**src/rtl/mole_gen_pkg.sv**
```systemverilog
// Shared definitions for the whack-a-mole game core: state encodings,
// LFSR tap mask and small helper functions.
package mole_gen_pkg;

   typedef enum logic [1:0] {
      IDLE = 2'd0,
      GAP  = 2'd1,
      SHOW = 2'd2
   } state_e;

   // x^8 + x^6 + x^5 + x^4 + 1 -> register bits 7,5,4,3
   localparam logic [7:0] LFSR_TAPS = 8'hB8;

   function automatic logic [3:0] onehot4(input logic [1:0] pos);
      return 4'b0001 << pos;
   endfunction

   function automatic int unsigned max_u(input int unsigned a, input int unsigned b);
      return (a > b) ? a : b;
   endfunction

endpackage

```
**src/rtl/mole_lfsr.sv**
```systemverilog
// Free-running 8-bit Fibonacci LFSR. A zero seed is replaced by 8'h01 so the
// register can never lock up in the all-zero state.
module mole_lfsr
   import mole_gen_pkg::*;
#(
   parameter logic [7:0] SEED = 8'hA5
) (
   input  logic       clk,
   input  logic       rst,
   output logic [7:0] lfsr
);

   localparam logic [7:0] INIT = (SEED == 8'h00) ? 8'h01 : SEED;

   // shift left, parity of the tapped bits enters at bit 0
   always_ff @(posedge clk) begin
      if (rst) begin
         lfsr <= INIT;
      end else begin
         lfsr <= {lfsr[6:0], ^(lfsr & LFSR_TAPS)};
      end
   end

endmodule

```
**src/rtl/mole_gen.sv**
```systemverilog
// Whack-a-mole game core: raises a pseudo-random mole for a timed window and
// scores rising button edges against it. All outputs are registered.
// Optional macro MOLE_SPEEDUP_EN: each hit shortens the show window by
// SHOW_STEP down to SHOW_MIN; returning to IDLE restores SHOW_TICKS.
//
//   state | meaning
//   IDLE  | not playing, q=0000, busy=0
//   GAP   | between moles, q=0000, buttons ignored
//   SHOW  | mole raised, buttons scored, timer counts the window
module mole_gen
   import mole_gen_pkg::*;
#(
   parameter int unsigned SHOW_TICKS = 1000,
   parameter int unsigned GAP_TICKS  = 500,
   parameter logic [7:0]  LFSR_SEED  = 8'hA5,
   parameter int unsigned SHOW_MIN   = 200,
   parameter int unsigned SHOW_STEP  = 50
) (
   input  logic       clk,
   input  logic       rst,
   input  logic       tick,
   input  logic       start,
   input  logic       stop,
   input  logic [3:0] btn,
   output logic [3:0] q,
   output logic       hit,
   output logic       miss,
   output logic       busy
);

   localparam int unsigned   TW        = $clog2(max_u(SHOW_TICKS, GAP_TICKS) + 1);
   localparam logic [TW-1:0] SHOW_LOAD = TW'(SHOW_TICKS);
   localparam logic [TW-1:0] GAP_LOAD  = TW'(GAP_TICKS);
   localparam logic [TW-1:0] ONE       = TW'(1);

   // Both windows must be at least one tick, and the speed-up settings must
   // fit inside the base window.
   if (SHOW_TICKS < 1 || GAP_TICKS < 1 || SHOW_MIN > SHOW_TICKS || SHOW_STEP > SHOW_TICKS) begin : g_bad_cfg
      $error("mole_gen: illegal window parameters");
   end

   state_e        state;
   logic [TW-1:0] timer;
   logic [3:0]    btn_prev;
   logic [3:0]    rise;
   logic [1:0]    last_pos;
   logic [1:0]    pos;
   logic [7:0]    lfsr;
   logic [TW-1:0] show_load;
   logic          unused_lfsr_hi;

   mole_lfsr #(
      .SEED (LFSR_SEED)
   ) u_lfsr (
      .clk  (clk),
      .rst  (rst),
      .lfsr (lfsr)
   );

   // only the low two bits pick the hole
   assign unused_lfsr_hi = ^lfsr[7:2];

   assign rise = btn & ~btn_prev;
   // never raise the same hole twice in a row
   assign pos  = (lfsr[1:0] == last_pos) ? lfsr[1:0] + 2'd1 : lfsr[1:0];

`ifdef MOLE_SPEEDUP_EN
   localparam logic [TW-1:0] MIN_LOAD  = TW'(SHOW_MIN);
   localparam logic [TW-1:0] STEP_LOAD = TW'(SHOW_STEP);
   logic [TW-1:0] show_len;
   assign show_load = show_len;
`else
   assign show_load = SHOW_LOAD;
`endif

   // game FSM with registered outputs; stop overrides everything but rst
   always_ff @(posedge clk) begin
      if (rst) begin
         state    <= IDLE;
         q        <= '0;
         hit      <= 1'b0;
         miss     <= 1'b0;
         busy     <= 1'b0;
         timer    <= '0;
         btn_prev <= '0;
         last_pos <= '0;
`ifdef MOLE_SPEEDUP_EN
         show_len <= SHOW_LOAD;
`endif
      end else begin
         btn_prev <= btn;
         hit      <= 1'b0;
         miss     <= 1'b0;
         if (stop) begin
            state <= IDLE;
            q     <= '0;
            busy  <= 1'b0;
            timer <= '0;
`ifdef MOLE_SPEEDUP_EN
            show_len <= SHOW_LOAD;
`endif
         end else begin
            unique case (state)
               IDLE: begin
                  q <= '0;
                  if (start) begin
                     state <= GAP;
                     timer <= GAP_LOAD;
                     busy  <= 1'b1;
                  end
               end
               GAP: begin
                  if (tick) begin
                     if (timer == ONE) begin
                        state    <= SHOW;
                        timer    <= show_load;
                        q        <= onehot4(pos);
                        last_pos <= pos;
                     end else begin
                        timer <= timer - ONE;
                     end
                  end
               end
               SHOW: begin
                  if (rise == q) begin
                     hit   <= 1'b1;
                     q     <= '0;
                     state <= GAP;
                     timer <= GAP_LOAD;
`ifdef MOLE_SPEEDUP_EN
                     if (32'(show_len) >= SHOW_MIN + SHOW_STEP) begin
                        show_len <= show_len - STEP_LOAD;
                     end else begin
                        show_len <= MIN_LOAD;
                     end
`endif
                  end else if (rise != 4'b0000) begin
                     // wrong or multiple buttons: mole stays, window keeps running
                     miss <= 1'b1;
                     if (tick && timer != ONE) begin
                        timer <= timer - ONE;
                     end
                  end else if (tick) begin
                     if (timer == ONE) begin
                        miss  <= 1'b1;
                        q     <= '0;
                        state <= GAP;
                        timer <= GAP_LOAD;
                     end else begin
                        timer <= timer - ONE;
                     end
                  end
               end
               default: begin
                  state <= IDLE;
                  q     <= '0;
                  busy  <= 1'b0;
               end
            endcase
         end
      end
   end

endmodule

```
**config.mk**
```make
export PLATFORM = sky130hd
export DESIGN_NAME = mole_gen
export DESIGN_NICKNAME = d
export VERILOG_FILES = /design/src/rtl/mole_gen_pkg.sv /design/src/rtl/mole_lfsr.sv /design/src/rtl/mole_gen.sv
export SDC_FILE = /design/constraint.sdc
export NUM_CORES = 1
export LEC_CHECK = 0
export CAP_MARGIN = 20
export CELL_PAD_IN_SITES_DETAIL_PLACEMENT = 0
export CELL_PAD_IN_SITES_GLOBAL_PLACEMENT = 2
export CORE_AREA = 2 2 59 89
export CTS_BUF_LIST = sky130_fd_sc_hd__clkbuf_8
export DETAILED_ROUTE_END_ITERATION = 10
export DIE_AREA = 0 0 61 91
export PLACE_DENSITY = 0.94
export SLEW_MARGIN = 20
export SYNTH_ARGS = -nofsm -noshare
export SYNTH_HDL_FRONTEND = slang
export SYNTH_SLANG_ARGS = --single-unit
export TNS_END_PERCENT = 1
```
**constraint.sdc**
```tcl
create_clock -name clk -period 6 [get_ports clk]
set_input_delay 1.2 -clock clk [delete_from_list [all_inputs] [get_ports clk]]
set_output_delay 1.2 -clock clk [all_outputs]
set_load 0.005 [all_outputs]
```
==> metrics.sh, run 1 <==
TOP_POST_SYNTHESIS_CELLS_BY_AREA='sky130_fd_sc_hd__dfxtp_1 (36%), sky130_fd_sc_hd__nor2_1 (4.7%), sky130_fd_sc_hd__a21oi_1 (4.7%), sky130_fd_sc_hd__a211oi_1 (4.1%), sky130_fd_sc_hd__ha_1 (4.1%)'
NUM_VIAS=1570
DRV.MAX_CAP_VIOLATION_COUNT=0
POWER.DENSITY_nW_PER_UM2=224
ROWS=31
FINISH.CELL_COUNT_WITHOUT_FILLERS=290
DESIGN.DIE.AREA_SQ_UM=5550
CRITICAL_PATH_ARRIVAL_NS=3.31
INSERTEDDIODECOUNT=0
PLACEDINSTANCEAREA_SQ_UM=2030
SETUP_VIOL=0
POST-ROUTE-DRC-COUNT=0
TIGHTESTPINTRANSITION_NS=0.564
TIMING.CRITICAL_PATH.REQUIRED_NS=6.17
LEAKAGE_nW=0.711
TOTAL_POWER_mW=0.477
DIE_HEIGHT_UM=91
LAYOUT_WORST_PATH_CYCLE_SHARE_PCT=52.2
REG2REGPATHDEPTH=7
GRT_SETUP_UNREPAIRED='no'
CLK_PIN_SLEW_NS=0.07
RR_ENDPOINT='timer[9]'
POSTLAYOUTSETUPSLACKWORST_NS=2.87
EDFF_COUNT_SYNTH=0
HOLDWS_NS=0.419
DIE_X_UM=61
FINAL.SETUP.TNS_NS=0
YOSYSMOSTFREQUENTCELL='sky130_fd_sc_hd__dfxtp_1'
GP_CONGESTION=0.792
SYNTH-ASYNC-RESET-RATIO_PCT=0
MINIMUM_SETUP_SLACK_AFTER_PLACEMENT_NS=2.60
YS_FF_LATCH=33
SYNTHDISTINCTLIBCELLS=51
FINALNETCOUNT=238
CLOCK.FMAX_MHz=319
KIND_OF_END_POINT_OF_THE_CRITICAL_PATH='flop'
LAYOUT_MIN_CYCLE_TIME_NS=3.13
CTS-HTREE-LEVELS=2
GRT_REMAINING_OVERFLOW=0
DESIGN.CORE.AREA_SQ_UM=4770
DOMINANTREGCELLSYNTH='sky130_fd_sc_hd__dfxtp_1'
R2R_START='timer[1]'
GROUTE.USAGE.OVERALL_PCT=16.3
CRIT_PATH_END='timer[9]'
CTS_RESIZED=0
CTSLONGESTPATHBUFFERS=2
POST-SYNTH-TOP-AREA-FRACTION_PCT=36.3
DPL.HPWL_UM=3200
ANT_NETS=0
CRITPATHKIND='input port to flop'
SYNTH_WARNINGS=0
FIN_WORST_SKEW_NS=0.00470
CTS-ROOT-BUF='sky130_fd_sc_hd__clkbuf_8'
FINISH.INSTANCE_AREA_SQ_UM=2130
HOLD_VIOL=0
NFILLCELLS=503
GRT_START_MAX_NET_PINS=17
VIAS_IN_THE_FIRST_GLOBAL_ROUTE=1506
SYNTH.TOP_CELLS.BY_COUNT='sky130_fd_sc_hd__dfxtp_1 (33), sky130_fd_sc_hd__nor2_1 (23), sky130_fd_sc_hd__a21oi_1 (17)'
GRT_FIRST_PASS_WIRELENGTH_UM=6830
FIRST_PASS_ITERS=4
SYNTH.CELL_AREA_SQ_UM=1820
SYNTH_NETS=222
TIMING.SLEW.HEADROOM_PCT=62.3
INITIALDRTVIOLATIONCOUNT=71
POSTLAYOUTCOREUTIL_PCT=44.6
POST_CTS_BUFFERS=0
SYNTH.AVG_CELL_AREA_SQ_UM=8.80
IO_PINS=16
SLEW_VIOL_FINAL=0
WORSTSETUPSTARTPOINT='btn[2]'
CTS_HOLD_REPAIR.BUFFERS=0
SYNTH_SEQUENTIAL_AREA_RATIO_PCT=36.3
LAYOUT-AREA-OVERHEAD-VS-SYNTH_PCT=16.7
RUN_STATUS='completed'
ROUTE.DETAILED.VIAS_PER_INST=5.41
STARTPOINT_CLASS='input port'
WL_UM=4220
CLK-INSERTION-DELAY-LATE_NS=0.28
INITIAL_UTILIZATION_PCT=38.2
SYN_INST=207
WORST_IR_DROP_VDD_V=0.000167
ROUTEDWLPERCELL_UM=14.5
R2R_SLACK_NS=3.61
CTS_TREE='yes'
YOSYSTOPAREACELL='sky130_fd_sc_hd__dfxtp_1'
NUMBER_OF_BUFFERS_INSERTED_DURING_CLOCK_TREE_SYNTHESIS=5
DP.CELLS=282
CRIT_FANOUT=8
CLOCK-SINKS=33
PORTBUFFERS=15
HP-CLASS='flop to flop'
ANTENNA_VIOLATIONS_BEFORE_REPAIR=0
SHARE_OF_POST_ROUTE_CELLS_WITH_DRIVE_STRENGTH_ABOVE_1_PCT=12.9
## layer usage
| layer | wire length [um] | GRT usage, % |
|---|---|---|
| met5 | 0 | 0 |
| met4 | 94 | 7.61 |
| met3 | 135 | 4.56 |
| met2 | 2270 | 28.6 |
| met1 | 1720 | 16.9 |
## how the worst min path moves through the flow
stage / startpoint / end / slack, ns / depth (start not counted)
2_1_floorplan: u_lfsr.lfsr[6] / u_lfsr.lfsr[7] / 0.39 / 1
3_3_place_gp: u_lfsr.lfsr[6] / u_lfsr.lfsr[7] / 0.39 / 1
3_5_place_dp: u_lfsr.lfsr[6] / u_lfsr.lfsr[7] / 0.41 / 1
4_1_cts: u_lfsr.lfsr[6] / u_lfsr.lfsr[7] / 0.43 / 1
5_1_grt: u_lfsr.lfsr[6] / u_lfsr.lfsr[7] / 0.43 / 1
6_report: u_lfsr.lfsr[6] / u_lfsr.lfsr[7] / 0.42 / 1
## cells in the final DEF, fill, tap and decap left out, types with 5 or more instances in the layout
master                            Yosys  layout
sky130_fd_sc_hd__clkdlybuf4s50_1      0      15
sky130_fd_sc_hd__a21oi_1             17      17
sky130_fd_sc_hd__or2_2                5       5
sky130_fd_sc_hd__clkbuf_8             0       5
sky130_fd_sc_hd__ha_1                 6       6
sky130_fd_sc_hd__xnor2_1              6       6
sky130_fd_sc_hd__o32ai_1              6       6
sky130_fd_sc_hd__o21ai_0              5       5
sky130_fd_sc_hd__nor2_1              23      23
sky130_fd_sc_hd__nor2b_1              9       9
sky130_fd_sc_hd__a211oi_1            10      10
sky130_fd_sc_hd__nand2_1             15      15
sky130_fd_sc_hd__dfxtp_1             33      33
sky130_fd_sc_hd__inv_1                6       6
sky130_fd_sc_hd__nor3_1               6       6
## cell type report
cell class	instances	area (sq um)	share of cell area (%)
repair buffers	16	158	7.42
multi-input cells	161	1110	52.3
clock inverters	3	22.5	1.06
well taps	66	82.6	3.88
inverters	6	22.5	1.06
flip-flops and latches	33	661	31.1
clock buffers	5	68.8	3.24
## where the power goes
| part | internal, mW | switching, mW | leakage, nW |
|---|---|---|---|
| logic | 0.0315 | 0.0423 | 0.403 |
| registers | 0.229 | 0.00811 | 0.271 |
| clock network | 0.0813 | 0.0846 | 0.0364 |
## worst max-delay path, cell delays in order
cell and delay [ns]:
sky130_fd_sc_hd__clkdlybuf4s50_1 0.41, sky130_fd_sc_hd__and2b_2 0.23, sky130_fd_sc_hd__xnor2_1 0.28, sky130_fd_sc_hd__a41oi_1 0.31
sky130_fd_sc_hd__nor2_1 0.34, sky130_fd_sc_hd__o21ai_4 0.15, sky130_fd_sc_hd__a311o_1 0.37
## logic make-up after synthesis
group / synth area share (%)
xor gates and xnor gates: 3.85
buffers and inverters: 2.75
and+or+nand+nor: 26.1
adders and majority gates: 4.12
muxes: 1.10
DFF: 36.3
AOI/OAI and AO/OA: 25.8
## state kept, by name (all words and copies together) (netlist names)
name	count
timer	10
u_lfsr.lfsr	8
btn_prev	4
q	4
last_pos	2
state	2
busy	1
hit	1
miss	1
Note: power is estimated with default switching activity, not from simulation.
==> inputs of run 2 (changes only) <==
Settings changed: CORE_AREA 2 2 59 89 to 2 2 61 91, DIE_AREA 0 0 61 91 to 0 0 63 93, PLACE_DENSITY 0.94 to 0.9.
Clock period 6 ns to 2.9 ns, I/O delays scaled along.
==> metrics.sh, run 2 (synthesized netlist as in run 1, its figures left out) <==
RUN_STATUS='completed'  # unchanged
CTS-ROOT-BUF='sky130_fd_sc_hd__clkbuf_8'  # unchanged
HOLDWS_NS=0.409  # was 0.419 ns
FINISH.CELL_COUNT_WITHOUT_FILLERS=296  # was 290
GRT_SETUP_UNREPAIRED='no'  # unchanged
LAYOUT_MIN_CYCLE_TIME_NS=2.49
CTS_TREE='yes'  # unchanged
TOTAL_POWER_mW=0.999  # was 0.477 mW
POWER_FRAC_COMB_PCT=15.8  # was 15.5%
CLOCK-SINKS=33  # unchanged
SWITCHING_PART_OF_THE_TOTAL_POWER_PCT=28.8  # was 28.3%
LEAKAGE_nW=0.731  # was 0.711 nW
FIRST_PASS_ITERS=4  # unchanged
CP_SLOWEST_CELL='sky130_fd_sc_hd__clkdlybuf4s50_1'  # unchanged
LAYOUT_WORST_PATH_CYCLE_SHARE_PCT=86.0
SLOWEST_DELAY_NS=0.41  # about the same
FINAL.SETUP.TNS_NS=0  # unchanged
INITIAL_UTILIZATION_PCT=35.8  # was 38.2%
P_INT_mW=0.711  # was 0.342 mW
WORST_IR_DROP_VDD_V=0.000285  # was 0.000167 V
CRIT_CHAIN='clkdlybuf4s50_1 -> and2b_2 -> xnor2_1 -> a41oi_1 -> nor2_1 -> o21ai_4 -> a311o_1'  # unchanged
HOLD_VIOL=0  # unchanged
DESIGN.CORE.AREA_SQ_UM=5080  # was 4770 sq um
CLK_PIN_SLEW_NS=0.08  # was 0.07 ns
PLACEDINSTANCEAREA_SQ_UM=2070  # was 2030 sq um
IO_PINS=16  # unchanged
POWER.SHARE.CLOCK_PCT=35.0  # was 34.8%
STARTPOINT_CLASS='input port'  # unchanged
NFILLCELLS=538  # was 503
GRT_REMAINING_OVERFLOW=0  # unchanged
NUMBER_OF_BUFFERS_INSERTED_DURING_CLOCK_TREE_SYNTHESIS=5  # unchanged
DPL.HPWL_UM=3330  # was 3200 um
FINISH.INSTANCE_AREA_SQ_UM=2160  # was 2130 sq um
CRITPATHKIND='input port to flop'  # unchanged
POWER.DENSITY_nW_PER_UM2=463  # was 224 nW/um^2
ANT_NETS=0  # unchanged
FIN_WORST_SKEW_NS=0.0143  # was 0.00470 ns
POST_CTS_BUFFERS=0  # unchanged
MOSTFREQUENTLAYOUTCELL='sky130_fd_sc_hd__dfxtp_1'  # unchanged
KIND_OF_END_POINT_OF_THE_CRITICAL_PATH='flop'  # unchanged
DESIGN.DIE.AREA_SQ_UM=5860  # was 5550 sq um
GP_CONGESTION=0.820  # was 0.792
CRITICAL_PATH_ARRIVAL_NS=2.69  # was 3.31 ns
REG2REGPATHDEPTH=8  # was 7
ROUTE.DETAILED.VIAS_PER_INST=5.39  # was 5.41
CTS-HTREE-LEVELS=2  # unchanged
CTS_HOLD_REPAIR.BUFFERS=0  # unchanged
WHS_PATH_DEPTH=1  # unchanged
LAYOUT-AREA-OVERHEAD-VS-SYNTH_PCT=18.5  # was 16.7%
POST-ROUTE-DRC-COUNT=0  # unchanged
HP-CLASS='flop to flop'  # unchanged
ROUTEDWLPERCELL_UM=14.8  # was 14.5 um
DP.CELLS=288  # was 282
LARGEST-REGISTER='timer'  # unchanged
TIGHTESTPINTRANSITION_NS=0.586  # was 0.564 ns
CPLARGESTDELAYFAMILY='compound AO/OA/AOI/OAI gates'  # unchanged
NUM_VIAS=1596  # was 1570
LAYOUT_COMMON_CELLS='sky130_fd_sc_hd__dfxtp_1 (33), sky130_fd_sc_hd__nor2_1 (23), sky130_fd_sc_hd__a21oi_1 (17), sky130_fd_sc_hd__nand2_1 (15), sky130_fd_sc_hd__clkdlybuf4s50_1 (15)'  # unchanged
GRT_FIRST_PASS_WIRELENGTH_UM=7230  # was 6830 um
INITIALDRTVIOLATIONCOUNT=97  # was 71
P_SEQ_SHARE_PCT=49.1  # was 49.8%
SHARE_OF_POST_ROUTE_CELLS_WITH_DRIVE_STRENGTH_ABOVE_1_PCT=14.5  # was 12.9%
CRIT_BUF_INV=1  # unchanged
LARGEST_REGISTER_FF_COUNT=10  # unchanged
CRIT_FANOUT=8  # unchanged
REG.LARGEST.LIST='timer (10), u_lfsr.lfsr (8)'  # unchanged
TOTAL_SWITCHING_POWER_mW=0.288  # was 0.135 mW
PATH_DEPTH=7  # unchanged
CLK-INSERTION-DELAY-LATE_NS=0.30  # was 0.28 ns
WL_UM=4380  # was 4220 um
TIMING.SLEW.HEADROOM_PCT=60.8  # was 62.3%
ANTENNA_VIOLATIONS_BEFORE_REPAIR=0  # unchanged
CLOCK.FMAX_MHz=401
DRV.MAX_CAP_VIOLATION_COUNT=0  # unchanged
DIE_X_UM=63  # was 61 um
INSERTEDDIODECOUNT=0  # unchanged
ROWS=32  # was 31
CTSLONGESTPATHBUFFERS=2  # unchanged
TIMING.CRITICAL_PATH.REQUIRED_NS=3.09  # was 6.17 ns
CTS_RESIZED=0  # unchanged
DIE_HEIGHT_UM=93  # was 91 um
PORTBUFFERS=15  # unchanged
VIAS_IN_THE_FIRST_GLOBAL_ROUTE=1551  # was 1506
GRT_START_MAX_NET_PINS=17  # unchanged
FINALNETCOUNT=242  # was 238
SETUP_VIOL=0  # unchanged
SLEW_VIOL_FINAL=0  # unchanged
GROUTE.USAGE.OVERALL_PCT=15.9  # was 16.3%
-- run 2: changes by cell type in the layout (fill, tap and decap cells not counted), sizes merged --
cell	before	now
buf	1	5
-- run 2: metal layers --
| metal | GRT usage [%] | vias to the layer above | part of all wire, % |
|---|---|---|---|
| met2 | 30.2 | 29 | 54 |
| met1 | 16.6 | 751 | 41 |
| met3 | 3.01 | 12 | 2.7 |
| met4 | 7.22 | 0 | 2.9 |
| li1 | - | 804 | - |
| met5 | 0 | - | 0 |
-- run 2: path summary, 6_finish.rpt --
check                 startpoint              to  slack (ns)
setup / recovery          btn[2]        timer[9]        0.41
hold / removal    u_lfsr.lfsr[6]  u_lfsr.lfsr[7]        0.41
setup reg to reg        timer[1]        timer[9]        0.54
hold reg to reg   u_lfsr.lfsr[6]  u_lfsr.lfsr[7]        0.41
-- run 2: area by class of cell --
type | count | area [sq um] | share of cell area (%)
Clock buffer | 5 | 68.8 | 3.19
Clock inverter | 3 | 22.5 | 1.04
Inverter | 6 | 22.5 | 1.04
Multi-Input combinational cell | 161 | 1110 | 51.5
Sequential cell | 33 | 661 | 30.6
Tap cell | 68 | 85.1 | 3.94
Timing Repair Buffer | 20 | 188 | 8.70
-- run 2: metrics by stage --
| stage | util [%] | setup WS, ns |
|---|---|---|
| 2_1_floorplan | - | 0.728 |
| 3_3_place_gp | 40.6 | 0.168 |
| 3_5_place_dp | 40.6 | 0.108 |
| 4_1_cts | 42.4 | 0.408 |
| 5_1_grt | 42.4 | 0.292 |
| 6_report | 42.4 | 0.406 |
-- run 2: power groups by stage --
stage	combinational, mW	sequential (mW)	clock, mW
after floorplan	0.112	0.497	0
after global placement	0.158	0.502	0
after detailed placement	0.158	0.501	0
after CTS	0.159	0.491	0.361
after global routing	0.175	0.494	0.375
final	0.158	0.491	0.350
==> inputs of run 3 (changes only) <==
Settings changed: CTS_CLUSTER_SIZE from default to 25.
==> results of run 3 <==
Final layout, timing and power as in run 2 (identical DEF).
